==> config.mk <==
export PLATFORM = sky130hd
export DESIGN_NAME = mem_aa_demux
export DESIGN_NICKNAME = d
export VERILOG_FILES = /design/src/rtl/mem_aa_demux.sv
export SDC_FILE = /design/constraint.sdc
export NUM_CORES = 1
export LEC_CHECK = 0
export CAP_MARGIN = 20
export CORE_MARGIN = 1
export CORE_UTILIZATION = 52
export CTS_CLUSTER_SIZE = 25
export DETAILED_ROUTE_END_ITERATION = 10
export HOLD_SLACK_MARGIN = 0.1
export PLACE_DENSITY = 0.81
export SYNTH_ARGS = -nofsm -noshare
export SYNTH_HDL_FRONTEND = slang
export SYNTH_SLANG_ARGS = --single-unit
==> constraint.sdc <==
create_clock -name sysclk -period 1.9 [get_ports sysclk]
set_input_delay 0.38 -clock sysclk [delete_from_list [all_inputs] [get_ports sysclk]]
set_output_delay 0.38 -clock sysclk [all_outputs]
set_load 0.1 [all_outputs]
==> src/rtl/mem_aa_demux.sv <==
// Receive side of the multiplexed DRAM address bus: rebuilds 20-bit LBD addresses from RAS/CAS halves.
// Optional CAS-before-RAS refresh decoding is enabled by defining MEM_AA_DEMUX_CBR_EN.
module mem_aa_demux #(
  parameter logic [15:0] RAS_MAX = 16'd1000
) (
  input  logic        sysclk,
  input  logic        sys_rst,
  input  logic [9:0]  AA_9_0,
  input  logic        RAS_n,
  input  logic        CAS_n,
  input  logic        WE_n,
  output logic [19:0] ADDR_19_0,
  output logic        ADDR_STB,
  output logic        ADDR_WE,
  output logic        PAGE_HIT,
  output logic        REFRESH_STB,
  output logic [9:0]  REF_ROW,
  output logic        RAS_TMO,
  output logic        PROTO_ERR
);

  // state      | meaning
  // IDLE       | both strobes idle, waiting for RAS or CAS fall
  // ROW_OPEN   | row latched, waiting for a CAS fall or RAS rise
  // COL_ACTIVE | column strobe low, waiting for CAS rise or RAS rise
  // CBR_PEND   | CAS fell first, waiting for RAS fall (CBR refresh)
  // CBR        | CBR refresh in progress, waiting for both strobes high
  typedef enum logic [2:0] {IDLE, ROW_OPEN, COL_ACTIVE, CBR_PEND, CBR} state_t;

  state_t      state_q, state_d;
  logic        ras_prev_q, cas_prev_q;
  logic        ras_arm_q, ras_arm_d, cas_arm_q, cas_arm_d;
  logic [9:0]  row_q, row_d;
  logic        col_seen_q, col_seen_d;
  logic [19:0] addr_q, addr_d;
  logic        addr_stb_q, addr_stb_d;
  logic        addr_we_q, addr_we_d;
  logic        page_hit_q, page_hit_d;
  logic        ref_stb_q, ref_stb_d;
  logic [9:0]  ref_row_q, ref_row_d;
  logic        tmo_q, tmo_d;
  logic        perr_q, perr_d;
  logic [15:0] ras_cnt_q, ras_cnt_d;

  logic ras_fall, ras_rise, cas_fall, cas_rise;

  // A strobe held low through reset must be seen high before its fall counts.
  assign ras_fall = ras_arm_q & ras_prev_q & ~RAS_n;
  assign cas_fall = cas_arm_q & cas_prev_q & ~CAS_n;
  assign ras_rise = ~ras_prev_q & RAS_n;
  assign cas_rise = ~cas_prev_q & CAS_n;

  always_comb begin
    state_d    = state_q;
    row_d      = row_q;
    col_seen_d = col_seen_q;
    addr_d     = addr_q;
    addr_stb_d = 1'b0;
    addr_we_d  = addr_we_q;
    page_hit_d = page_hit_q;
    ref_stb_d  = 1'b0;
    ref_row_d  = ref_row_q;
    perr_d     = perr_q;
    ras_arm_d  = ras_arm_q | RAS_n;
    cas_arm_d  = cas_arm_q | CAS_n;

    case (state_q)
      IDLE: begin
        if (ras_fall && cas_fall) begin
          perr_d = 1'b1;
        end else if (ras_fall && CAS_n) begin
          row_d      = AA_9_0;
          col_seen_d = 1'b0;
          state_d    = ROW_OPEN;
        end else if (cas_fall && RAS_n) begin
`ifdef MEM_AA_DEMUX_CBR_EN
          state_d = CBR_PEND;
`else
          perr_d  = 1'b1;
`endif
        end
      end
      ROW_OPEN, COL_ACTIVE: begin
        if (ras_rise) begin
          if (!col_seen_q) begin
            ref_stb_d = 1'b1;
            ref_row_d = row_q;
          end
          state_d = IDLE;
        end else if (state_q == ROW_OPEN && cas_fall) begin
          addr_d     = {AA_9_0[9], row_q[9], AA_9_0[8:0], row_q[8:0]};
          addr_we_d  = ~WE_n;
          addr_stb_d = 1'b1;
          page_hit_d = col_seen_q;
          col_seen_d = 1'b1;
          state_d    = COL_ACTIVE;
        end else if (state_q == COL_ACTIVE && cas_rise) begin
          state_d = ROW_OPEN;
        end
      end
`ifdef MEM_AA_DEMUX_CBR_EN
      CBR_PEND: begin
        if (ras_fall) begin
          ref_stb_d = 1'b1;
          ref_row_d = 10'd0;
          state_d   = CBR;
        end else if (cas_rise) begin
          perr_d  = 1'b1;
          state_d = IDLE;
        end
      end
      CBR: begin
        if (RAS_n && CAS_n) state_d = IDLE;
      end
`endif
      default: state_d = IDLE;
    endcase
  end

  // Timeout counter saturates so the flag stays meaningful on very long RAS.
  always_comb begin
    if (RAS_n)                  ras_cnt_d = 16'd0;
    else if (ras_cnt_q >= RAS_MAX) ras_cnt_d = ras_cnt_q;
    else                        ras_cnt_d = ras_cnt_q + 16'd1;
    tmo_d = tmo_q | (~RAS_n & (ras_cnt_d == RAS_MAX));
  end

  always_ff @(posedge sysclk) begin
    if (sys_rst) begin
      state_q    <= IDLE;
      ras_prev_q <= 1'b1;
      cas_prev_q <= 1'b1;
      ras_arm_q  <= RAS_n;
      cas_arm_q  <= CAS_n;
      row_q      <= 10'd0;
      col_seen_q <= 1'b0;
      addr_q     <= 20'd0;
      addr_stb_q <= 1'b0;
      addr_we_q  <= 1'b0;
      page_hit_q <= 1'b0;
      ref_stb_q  <= 1'b0;
      ref_row_q  <= 10'd0;
      tmo_q      <= 1'b0;
      perr_q     <= 1'b0;
      ras_cnt_q  <= 16'd0;
    end else begin
      state_q    <= state_d;
      ras_prev_q <= RAS_n;
      cas_prev_q <= CAS_n;
      ras_arm_q  <= ras_arm_d;
      cas_arm_q  <= cas_arm_d;
      row_q      <= row_d;
      col_seen_q <= col_seen_d;
      addr_q     <= addr_d;
      addr_stb_q <= addr_stb_d;
      addr_we_q  <= addr_we_d;
      page_hit_q <= page_hit_d;
      ref_stb_q  <= ref_stb_d;
      ref_row_q  <= ref_row_d;
      tmo_q      <= tmo_d;
      perr_q     <= perr_d;
      ras_cnt_q  <= ras_cnt_d;
    end
  end

  assign ADDR_19_0   = addr_q;
  assign ADDR_STB    = addr_stb_q;
  assign ADDR_WE     = addr_we_q;
  assign PAGE_HIT    = page_hit_q;
  assign REFRESH_STB = ref_stb_q;
  assign REF_ROW     = ref_row_q;
  assign RAS_TMO     = tmo_q;
  assign PROTO_ERR   = perr_q;

endmodule
Word-level counts from Yosys, hierarchy flattened
Index checks and enable logic that the tools add are counted.
- register bits: 70
- word-level logic and storage cells: 83
- input port bits: 15
- output and inout port bits: 36
- muxes and demuxes: 20
- $lt $le $gt $ge: 1
- add/sub/neg operators: 1
- reduce and logical (&&, ||, !) cells: 17
- eq/ne operators: 9
- bitwise gates (word level): 19
- operator list (cell ; count):
    two-way mux 16 bit ; 2
    adder 16 x 1 -> 16 bit, second input constant ; 1
    equality test 16 x 10 -> 1 bit, second input constant ; 1
    greater-or-equal comparator 16 x 10 -> 1 bit, second input constant ; 1
    two-way mux 3 bit ; 5
    AND reduction 3 bit ; 5
    two-way mux 1 bit ; 11
    != test 2 bit, second input constant ; 5
    inverter 1 bit ; 9
    AND 1 bit ; 7
    case mux 3 bit (2 select lines) ; 1
    OR reduction 3 bit ; 2
    logical AND 1 bit ; 5
    AND reduction 5 bit ; 1
    != test 4 bit, second input constant ; 1
    nonzero test 2 bit ; 2
    equality test 3 x 1 -> 1 bit, second input constant ; 1
    equality test 3 x 2 -> 1 bit, second input constant ; 1
    zero test 3 bit ; 1
    bitwise OR 1 bit ; 3
    case mux 1 bit (2 select lines) ; 1
    OR reduction 2 bit ; 1

Depth between registers and ports, before layout
Gate-level depths: netlist of the first run.
- word-level depth: 7
- gate-level depth with buffers: 7
- mapped depth without buffers: 7

Least setup slack after synthesis of the first run
Ideal clock, no wire load.
- kind: register -> register
- start point: register ras_cnt_q[0]
- end point: register tmo_q (netlist: RAS_TMO)
- cell stages (with the launch flop): 8
- setup time: 0.092 ns
- setup slack: 0.194 ns
- required time: 1.808 ns
- arrival: 1.614 ns
- buffers on the path: 0
- path through: dfxtp_1 inv_1 ha_1 inv_1 o311ai_0 a2111oi_0 o2111ai_1 o32ai_1
- word-level cells in the longest chain between the ends: 6
- RTL lines (what ; line ; text):
    from (decl) ; 43 ; logic [15:0] ras_cnt_q, ras_cnt_d;
    from (signal assigned) ; 162 ; ras_cnt_q <= ras_cnt_d;
    adder 16 x 1 -> 16 bit / greater-or-equal comparator 16 x 10 -> 1 bit (equally long branches) ; 124, 123 ;
    two-way mux 16 bit * ; 123 ; else if (ras_cnt_q >= RAS_MAX) ras_cnt_d = ras_cnt_q;
    two-way mux 16 bit * ; 122 ; if (RAS_n) ras_cnt_d = 16'd0;
    equality test 16 x 10 -> 1 bit * ; 125 ; tmo_d = tmo_q | (~RAS_n & (ras_cnt_d == RAS_MAX));
    AND 1 bit * ; 125 ;
    bitwise OR 1 bit * ; 125 ;
    to (signal assigned) ; 160 ; tmo_q <= tmo_d;
    to (decl) ; 41 ; logic tmo_q, tmo_d;
Mark *: on every way between the ends. The rest lies on a longest branch, timed or not.
A chain may end at the register's enable or synchronous reset.

Worst setup path in the final report of the first run
- start point: register state_q[0]
- end point: register ref_row_q[8] (netlist: REF_ROW[8])
- word-level cells in the longest chain between the ends: 3
- RTL lines (what ; line ; text):
    from (decl) ; 30 ; state_t state_q, state_d;
    from (signal assigned) ; 147 ; state_q <= state_d;
    equality test 3 x 1 -> 1 bit / equality test 3 x 2 -> 1 bit (equally long branches) ; 67 ; case (state_q)
    OR reduction 2 bit * ; 67 ;
    AND reduction 3 bit (no source line) * ; -- ;
    to (signal assigned) ; 159 ; ref_row_q <= ref_row_d;
    to (decl) ; 40 ; logic [9:0] ref_row_q, ref_row_d;
Marked as above.

==> run metrics, run 1 <==
register area=1388 µm²; reg2reg start=state_q[0]$_SDFFE_PP0P_; gpl congestion=slightly above 0.9; Cell variety after synth=48; kind of critical path=flip-flop to flip-flop; DR pass1 iterations=4; PortBufs=50; Clk pwr share=0.399; register area share after synthesis=0.4866; Hold WS=0.3247 ns; Post-synth top cells=nand2_1, dfxtp_1, nor2_1; Post-Route Utilization=0.6923; final slew viol count=0; # setup viols final=0; fmax=562.8 MHz; Gate power share=0.093; DPL Wire Length=4162 µm; vias per cell=5.046; Synth warnings=0; worst-path fanout max=12; area leader, netlist=dfxtp_1; Slew headroom=0.7144; Post-synth EDFFs=0; min cycle time layout=1.777 ns; first-pass GRT wire length=9218 µm; area grow syn2layout=26.13%; Layout fillers=roughly 410; WL per Instance=approximately 13 µm; Power Density=822.0 nW/µm²; cts hold-fix bufs=0; Worst R2R End=REF_ROW[8]$_SDFFE_PP0P_; area taken by multi-input logic gates=1340 µm²; DRT iter0 DRCs=157; Max rail drop VDD=627.1 µV; Placed Cells incl. Taps=442; hold crit path type=input port to flip-flop; worst setup path endpoint=REF_ROW[8]$_SDFFE_PP0P_; Row Count=26; critical path startpoint category=flip-flop; deepest clock path buffer count=2; Worst-Skew Late Latency=0.34 ns; R2R depth=5; layout cells sized above 1=0.2288; Synth Area per Inst=8.762 µm²; hold path cells=2; Syn Nets=345; worst-margin pin slew=roughly 0.43 ns; Reg2Reg Setup Slack=0.12 ns; status=complete, no violations; pre-CTS WS=-0.1953 ns; async set-reset flop share out of synthesis=0; cell area after synthesis=2839 µm²; largest net degree at the start of global routing=45; CP startpoint=state_q[0]$_SDFFE_PP0P_; Synth area leaders=dfxtp_1, nand2_1, a21oi_1, mux2i_1, nor2_1; Total GRT Usage=0.2182; layout net count=between 400 and 500; Clock Skews=0.01178 ns; Net Switching=around 0.75 mW; CTS tree=yes; Synth top area share=0.4866; Via Count=roughly 2,300; Syn Inst Count=324; TritonCTS Buffers=9; #FFs+latches synth=69; CP arrival=1.99 ns; width of the chip=75.89 µm; die area=approximately 5800 µm²; Max-cap violations=0; Primary FF master, synth=dfxtp_1; Antenna Cells=0; drc violations=0; most frequent cell after synthesis=nand2_1; Crit. End Element=flip-flop; Sw Share=0.2550; CTS Sinks=between 60 and 70; total power=2.943 mW; Initial Util=0.5489; drt total wl=5909 µm; internal power=roughly 2.2 mW; CORE AREA=5172 µm²; worst endpoint required time=2.11 ns; chip height=75.89 µm; Final Hold Viols=0; Pleak=1.454 nW; initial antenna violation count=0; clk slew on worst S/H paths=0.08 ns; Non-Filler Instances=459; H-tree Lvls=3; Worst Slack Setup Final=0.1233 ns; antenna viol nets, final=0; Seq pwr share=0.507; vias in the first global route=1,974; RSZ-0062 raised after global routing=no; Top Ports=51; overflow left after global routing=0; Clock Root Buffer=clkbuf_8; fin crit share=0.9351
[flip-flops by register name, indices dropped and copies added, names as in the netlist]
name,cells
ADDR_19_0,20
ras_cnt_q,16
REF_ROW,10
row_q,10
state_q,2
ADDR_STB,1
ADDR_WE,1
PAGE_HIT,1
PROTO_ERR,1
RAS_TMO,1
REFRESH_STB,1
cas_arm_q,1
cas_prev_q,1
col_seen_q,1
ras_arm_q,1
ras_prev_q,1
[cell type report]
type | instances | area share
Clock buffer | 9 | 0.03459
Sequential cell | 69 | 0.3875
Tap cell | 70 | 0.02446
Inverter | 12 | 0.01258
Multi-Input combinational cell | 228 | 0.3742
Timing Repair Buffer | 64 | 0.1461
Clock inverter | 7 | 0.02061
[cell families (layout without fill, tap and decap cells)]
logic type / after synthesis / in the layout / synth area share
and+or+nand+nor: 143 / 143 / 0.2464
AOI/OAI and AO/OA: 60 / 60 / 0.1296
adders and majority gates: 6 / 6 / 0.02644
muxes: 14 / 14 / 0.04936
buffers and inverters: 27 / 92 / 0.04627
DFF: 69 / 69 / 0.4866
xor gates and xnor gates: 5 / 5 / 0.01542
[power by group through the flow]
stage / logic (mW) / clock network, mW / registers (mW)
after detailed placement: 0.266 / 0 / 1.53
after CTS: 0.269 / 1.20 / 1.49
after floorplan: 0.140 / 0 / 1.57
final: 0.274 / 1.18 / 1.49
after global routing: 0.299 / 1.26 / 1.50
after global placement: 0.261 / 0 / 1.53
[repair_timing]
action | in CTS | in global routing
buffers inserted | 0 | 1
resized for setup | 0 | 9
setup endpoints to repair | 1 | 1
cloned | 0 | 0
pin swaps | 1 | 3
[layout by cell type, fill, tap and decap left out, types with 3 or more instances in the layout]
master	Yosys	routed
buf_4	2	49
nand4_1	4	4
a21oi_1	34	34
a211oi_1	3	3
inv_1	11	9
nand2_1	72	72
xnor2_1	4	4
clkbuf_8	2	9
a21o_1	3	3
a31oi_1	4	4
inv_2	1	3
and2_1	7	7
dfxtp_1	69	66
ha_1	6	5
o21ai_0	3	3
mux2i_1	14	14
clkdlybuf4s50_1	0	13
nor2_1	35	35
nand4b_1	4	4
[worst min-delay path by stage]
stage	to	slack, ns	start
after global routing	state_q[0]$_SDFFE_PP0P_	0.34	sys_rst
after floorplan	ras_cnt_q[10]$_SDFF_PP0_	0.43	ras_cnt_q[10]$_SDFF_PP0_
final	state_q[0]$_SDFFE_PP0P_	0.32	sys_rst
after detailed placement	ras_cnt_q[10]$_SDFF_PP0_	0.45	ras_cnt_q[10]$_SDFF_PP0_
after CTS	state_q[0]$_SDFFE_PP0P_	0.31	sys_rst
after global placement	REF_ROW[4]$_SDFFE_PP0P_	0.44	REF_ROW[4]$_SDFFE_PP0P_
[per-stage QoR]
step	area, µm²	setup TNS [ns]
2_1_floorplan	2839	0
3_3_place_gp	3356	-1.464
5_1_grt	3581	0
3_5_place_dp	3356	-2.915
4_1_cts	3553	0
6_report	3581	0
[layer usage]
| layer | share of wire | wire, µm | GRT usage | vias up |
|---|---|---|---|---|
| li1 | - | - | - | 1220 |
| met1 | 0.49 | 2876 | 0.2962 | 1041 |
| met4 | 0.022 | 129 | 0.1111 | 0 |
| met3 | 0.038 | 227 | 0.04497 | 8 |
| met5 | 0 | 0 | 0 | - |
| met2 | 0.45 | 2675 | 0.3284 | 47 |
[worst max-delay path: stages (launching register included)]
cell and delay, ns:
dfxtp_1 0.39, inv_1 0.08, ha_1 0.37, or3b_2 0.61, nand2_1 0.13, a21oi_1 0.07
(Power assumes the default switching activity.)
==> run 2: changes to the inputs <==
--- a/config.mk
+++ b/config.mk
@@ -10,6 +10,7 @@
 export CORE_UTILIZATION = 52
 export CTS_CLUSTER_SIZE = 25
 export DETAILED_ROUTE_END_ITERATION = 10
+export GPL_TIMING_DRIVEN = 0
 export HOLD_SLACK_MARGIN = 0.1
 export PLACE_DENSITY = 0.81
 export SYNTH_ARGS = -nofsm -noshare
==> run 2 against run 1 <==
Net effect: routed wire length up 19%; register-to-register slack worse by 0.03 ns; via count grew 9.0%; combinational power is 7.7% higher; sequential power about the same; non-clock buffer count increased by 4; worst setup slack worse by 0.026 ns; largest cell class is now multi-input combinational cells; largest power group unchanged.
==> run metrics, run 2 (same netlist as run 1, synthesis figures left out) <==
Worst-Skew Late Latency=0.35 ns (about the same); Power Density=824.1 nW/µm² (+0.26%); largest net degree at the start of global routing=13 (-71%); # setup viols final=0 (unchanged); deepest clock path buffer count=2 (unchanged); layout cells sized above 1=0.2398 (+0.01100); Non-Filler Instances=462 (+0.65%); CTS tree=yes; WL per Instance=15.23 µm (+18%); Total GRT Usage=0.2552 (+0.03702); chip height=75.89 µm (unchanged); status=complete, no violations; Clk pwr share=0.419 (+0.020); width of the chip=75.89 µm (unchanged); Clock Skews=0.01133 ns (-0.0004570 ns); drt total wl=7037 µm (+19%); antenna viol nets, final=0 (unchanged); DR pass1 iterations=4 (unchanged); Sw Share=0.2490 (-0.005995); Top Ports=51 (unchanged); Max-cap violations=0 (unchanged); die area=5759 µm² (unchanged); fmax=554.6 MHz (-1.5%); kind of critical path=flip-flop to flip-flop; worst-path fanout max=10 (-2); Final Hold Viols=0 (unchanged); min cycle time layout=1.803 ns (+0.02641 ns); DRT iter0 DRCs=166 (+5.7%); area grow syn2layout=31.86%; CTS Sinks=69 (unchanged); vias per cell=5.463 (+8.3%); Max rail drop VDD=683.9 µV (+9.1%); Gate power share=0.096 (+0.003); hold crit path type=input port to flip-flop; CORE AREA=5172 µm² (unchanged); Antenna Cells=0 (unchanged); worst-margin pin slew=0.6174 ns (+0.1890 ns); CP peak stage delay=0.35 ns (-0.26 ns); internal power=2.317 mW (+5.7%); cts hold-fix bufs=0 (unchanged); max FFs per register=20 (unchanged); Worst path slowest cell=dfxtp_1; gpl congestion=0.8977 (-0.76%); layout net count=409 (+0.99%); total power=3.085 mW (+4.8%); initial antenna violation count=0 (unchanged); worst endpoint required time=2.18 ns (+0.07 ns); critical path startpoint category=flip-flop; CP Cell Sequence=inv_1 > ha_1 > nand4b_1 > nor2_4 > clkbuf_2 > nand2_1 > a21oi_1; Initial Util=0.5489 (unchanged); PortBufs=49 (-2.0%); Placed Cells incl. Taps=443 (+0.23%); fin crit share=0.9490 (+0.01390); vias in the first global route=2,241 (+14%); Slew headroom=0.5884 (-0.1260); TritonCTS Buffers=9 (unchanged); commonest non-fill, non-tap cells in the layout=nand2_1, dfxtp_1, a21oi_1; Clock Root Buffer=clkbuf_8; most common cell after layout, fill and taps aside=nand2_1; Crit. End Element=flip-flop; H-tree Lvls=3 (unchanged); overflow left after global routing=0 (unchanged); drc violations=0 (unchanged); DPL Wire Length=4625 µm (+11%); Row Count=26 (unchanged); first-pass GRT wire length=10,600 µm (+15%); Seq pwr share=0.485 (-0.022); Via Count=2,524 (+9.0%); CP arrival=2.08 ns (+0.09 ns); Net Switching=0.7683 mW (+2.4%); clk slew on worst S/H paths=0.08 ns (about the same); Pleak=1.420 nW (-2.3%); final slew viol count=0 (unchanged)
-- run 2: cell count changes in the layout (fill, tap and decap cells not counted), sizes merged --
cell,before,now
inv,13,12
bufinv,1,2
clkbuf,9,30
clkdlybuf4s50,13,12
clkinvlp,1,2
clkdlybuf4s15,0,26
dlymetal6s2s,0,1
clkinv,4,2
buf,51,8
-- run 2: path summary, 6_finish.rpt --
path	end	depth (start not counted)	start	slack, ns
setup reg to reg	ADDR_19_0[11]$_SDFFE_PP0P_	7	state_q[1]$_SDFFE_PP0P_	0.1
hold reg to reg	REF_ROW[0]$_SDFFE_PP0P_	2	REF_ROW[0]$_SDFFE_PP0P_	0.45
hold / removal	col_seen_q$_SDFFE_PP0P_	4	sys_rst	0.41
setup / recovery	ADDR_19_0[11]$_SDFFE_PP0P_	7	state_q[1]$_SDFFE_PP0P_	0.1
-- run 2: critical path, delay by kind of cell (launching register included) --
family / cells / cell delay, ns
AND/OR/NAND/NOR: 3 / 0.67
buffers and inverters: 2 / 0.37
flip-flops: 1 / 0.35
adder cells (fa/ha/maj): 1 / 0.21
AO/OA/AOI/OAI: 1 / 0.14
-- run 2: final cells by class --
type / instances / area [µm²]
clock inverters: 6 / 88.84
multi-input cells: 228 / 1406
flip-flops and latches: 69 / 1389
well taps: 70 / 87.58
plain buffers: 14 / 87.58
inverters: 12 / 47.55
repair buffers: 54 / 513.0
clock buffers: 9 / 123.9
fillers: 375 / 1429
-- run 2: power groups by stage --
stage	Combinational (mW)	Clock, mW	Sequential, mW
2_1_floorplan	0.140	0	1.57
3_3_place_gp	0.258	0	1.53
3_5_place_dp	0.265	0	1.53
4_1_cts	0.268	1.31	1.50
5_1_grt	0.316	1.36	1.50
6_report	0.295	1.29	1.50
-- run 2: stage by stage --
step / instance area (µm²) / hold WS (ns) / util / setup slack, ns / TNS, ns
4_1_cts: 3672 / 0.3875 / 0.7100 / 0.001595 / 0
3_5_place_dp: 3417 / 0.4458 / 0.6606 / -0.5099 / -16.43
6_report: 3744 / 0.4149 / 0.7238 / 0.09688 / 0
3_3_place_gp: 3417 / 0.4420 / 0.6606 / -0.4953 / -14.18
2_1_floorplan: 2839 / 0.4305 / - / 0.1939 / 0
5_1_grt: 3744 / 0.4273 / 0.7238 / -0.03807 / -0.09280
-- run 2: what timing repair did --
action / 4_1_cts / 5_1_grt
setup endpoints to repair: 69 / 39
pin swaps: 1 / 4
setup buffers: 0 / 5
endpoints found under the hold margin: 0 / 0
resized for setup: 104 / 32
-- run 2: metal layers --
metal	vias up	global-route usage	routed length (µm)
met5	-	0	0
met3	10	0.05291	421
met1	1198	0.3155	2933
met2	92	0.4140	3530
met4	0	0.1440	153
li1	1224	-	-
==> run 3: changes to the inputs <==
--- a/config.mk
+++ b/config.mk
@@ -8,6 +8,7 @@
 export CAP_MARGIN = 20
 export CORE_MARGIN = 1
 export CORE_UTILIZATION = 52
+export CTS_BUF_LIST = sky130_fd_sc_hd__clkbuf_16
 export CTS_CLUSTER_SIZE = 25
 export DETAILED_ROUTE_END_ITERATION = 10
 export GPL_TIMING_DRIVEN = 0
==> run 3 against run 2 <==
Net effect: combinational power shrank 4%; sequential power about the same; cell count shrank 0.65%; routed wire length is 1.2% higher; die area unchanged; clock power up 36%; via count increased by 0.71%; worst setup slack lost 0.090 ns; utilization up 0.31 points; first-iteration DRC count shrank 14%; highest routed layer unchanged.
==> run metrics, run 3 (same netlist as run 1, synthesis figures left out) <==
gpl congestion=0.8977 (unchanged); Worst-Skew Late Latency=0.33 ns (-0.02 ns); width of the chip=75.89 µm (unchanged); DR pass1 iterations=5 (+1); largest net degree at the start of global routing=13 (unchanged); Crit. End Element=primary output; Post-Route Utilization=0.7269 (+0.003145); WL per Instance=15.52 µm (+1.9%); Hold WS=0.4359 ns (+0.02098 ns); hold path cells=3 (-1); worst endpoint required time=1.52 ns (-0.66 ns); CP arrival=1.51 ns (-0.57 ns); CTS Sinks=69 (unchanged); area grow syn2layout=32.44%; Slew headroom=0.3428 (-0.2456); Worst path slowest cell=dlygate4sd2_1; first-pass GRT wire length=10,750 µm (+1.4%); stages on the worst setup path=1 (-6); worst-margin pin slew=0.9896 ns (+0.3722 ns); kind of critical path=flip-flop to primary output; max FFs per register=20 (unchanged); layout cells sized above 1=0.1851 (-0.05471); critical path startpoint category=flip-flop; layout net count=406 (-0.73%); H-tree Lvls=3 (unchanged); drt total wl=7123 µm (+1.2%); Area after DPL=3417 µm² (unchanged); clk slew on worst S/H paths=0.05 ns (-0.03 ns); Final Hold Viols=0 (unchanged); Top Ports=51 (unchanged); Via Count=2,542 (+0.71%); fin area=3760 µm² (+0.43%); Total GRT Usage=0.2578 (+0.002585); total power=3.543 mW (+15%); Power Density=942.2 nW/µm² (+14%); die area=5759 µm² (unchanged); min cycle time layout=1.893 ns (+0.09022 ns); DPL Wire Length=4625 µm (unchanged); TritonCTS Buffers=9 (unchanged); Clock Skews=0.006139 ns (-0.005187 ns); initial antenna violation count=0 (unchanged); worst-path fanout max=2 (-8); most common cell after layout, fill and taps aside=nand2_1; Max-cap violations=0 (unchanged); cts hold-fix bufs=0 (unchanged); fmax=528.2 MHz (-4.8%); hold crit path type=input port to flip-flop; DRT iter0 DRCs=143 (-14%); Placed Cells incl. Taps=443 (unchanged); Initial Util=0.5489 (unchanged); Antenna Cells=0 (unchanged); antenna viol nets, final=0 (unchanged); Pleak=1.473 nW (+3.7%); status=complete, no violations; final slew viol count=0 (unchanged); R2R depth=7 (unchanged); Max rail drop VDD=874.5 µV (+28%); # setup viols final=0 (unchanged); Clock Root Buffer=clkbuf_16; CORE AREA=5172 µm² (unchanged); deepest clock path buffer count=2 (unchanged); vias per cell=5.538 (+1.4%); Row Count=26 (unchanged); pre-CTS WS=-0.5099 ns (unchanged); commonest non-fill, non-tap cells in the layout=nand2_1, dfxtp_1, a21oi_1; Bufs and invs on worst path=1 (-1); fin crit share=0.9965 (+0.04749); chip height=75.89 µm (unchanged); Layout fillers=371 (-1.1%); Worst path top cell family by delay=buffers and inverters; CP Cell Sequence=dlygate4sd2_1; drc violations=0 (unchanged); vias in the first global route=2,269 (+1.2%); PortBufs=49 (unchanged); CTS tree=yes; RSZ-0062 raised after global routing=yes; CP peak stage delay=0.85 ns (+0.50 ns); overflow left after global routing=0 (unchanged); Worst Slack Setup Final=0.006657 ns (-0.09022 ns); Non-Filler Instances=459 (-0.65%); setup tns final=0 ns (unchanged)
==> run 3: cell count changes in the layout (fill, tap and decap cells not counted), moves of 2 or more <==
cell,before,now
clkbuf_16,0,9
clkbuf_8,11,2
buf_4,7,4
dlygate4sd2_1,0,2
clkdlybuf4s15_1,0,17
clkdlybuf4s15_2,26,4
clkbuf_4,0,2
==> run 3: power breakdown <==
group / switching, mW / internal, mW / total (mW)
combinational: 0.175 / 0.109 / 0.284
sequential: 0.0252 / 1.47 / 1.50
clock: 0.619 / 1.14 / 1.76
total: 0.820 / 2.72 / 3.54
==> run 3: layout make-up <==
type,count,area [µm²],area share
well taps,70,87.58,0.02329
clock inverters,6,88.84,0.02363
multi-input cells,228,1384,0.3681
clock buffers,9,225.2,0.05990
inverters,12,47.55,0.01265
flip-flops and latches,69,1389,0.3694
plain buffers,14,92.59,0.02463
repair buffers,51,445.4,0.1185
==> run 3: timing repair <==
item                                   4_1_cts  5_1_grt
endpoints found under the hold margin        0        0
pin swaps                                    2        3
setup endpoints to repair                   69       59
gates resized for setup                     70       46
buffers inserted                             0        2
==> run 3: per-layer routing <==
| layer | vias up | GRT usage | wire (µm) | part of all wire |
|---|---|---|---|---|
| met5 | - | 0 | 0 | 0 |
| met2 | 93 | 0.4218 | 3478 | 0.49 |
| met3 | 17 | 0.04630 | 417 | 0.059 |
| met4 | 0 | 0.1358 | 150 | 0.021 |
| li1 | 1230 | - | - | - |
| met1 | 1202 | 0.3240 | 3076 | 0.43 |
==> run 3: final timing paths <==
kind | startpoint | end | slack, ns
worst min-delay path | sys_rst | ras_cnt_q[14]$_SDFF_PP0_ | 0.44
worst max-delay path | ADDR_19_0[17]$_SDFFE_PP0P_ | ADDR_19_0[17] | 0.007
worst max register to register | ras_cnt_q[0]$_SDFF_PP0_ | RAS_TMO$_SDFF_PP0_ | 0.07
worst min register to register | REF_ROW[0]$_SDFFE_PP0P_ | REF_ROW[0]$_SDFFE_PP0P_ | 0.45
==> run 3: worst reg2reg max path: stages, from the launching register on <==
cell and delay [ns]:
dfxtp_4 0.39, inv_4 0.05, ha_4 0.24, inv_2 0.05
o311ai_2 0.09, a2111oi_2 0.44, o2111ai_1 0.20, o32ai_2 0.28
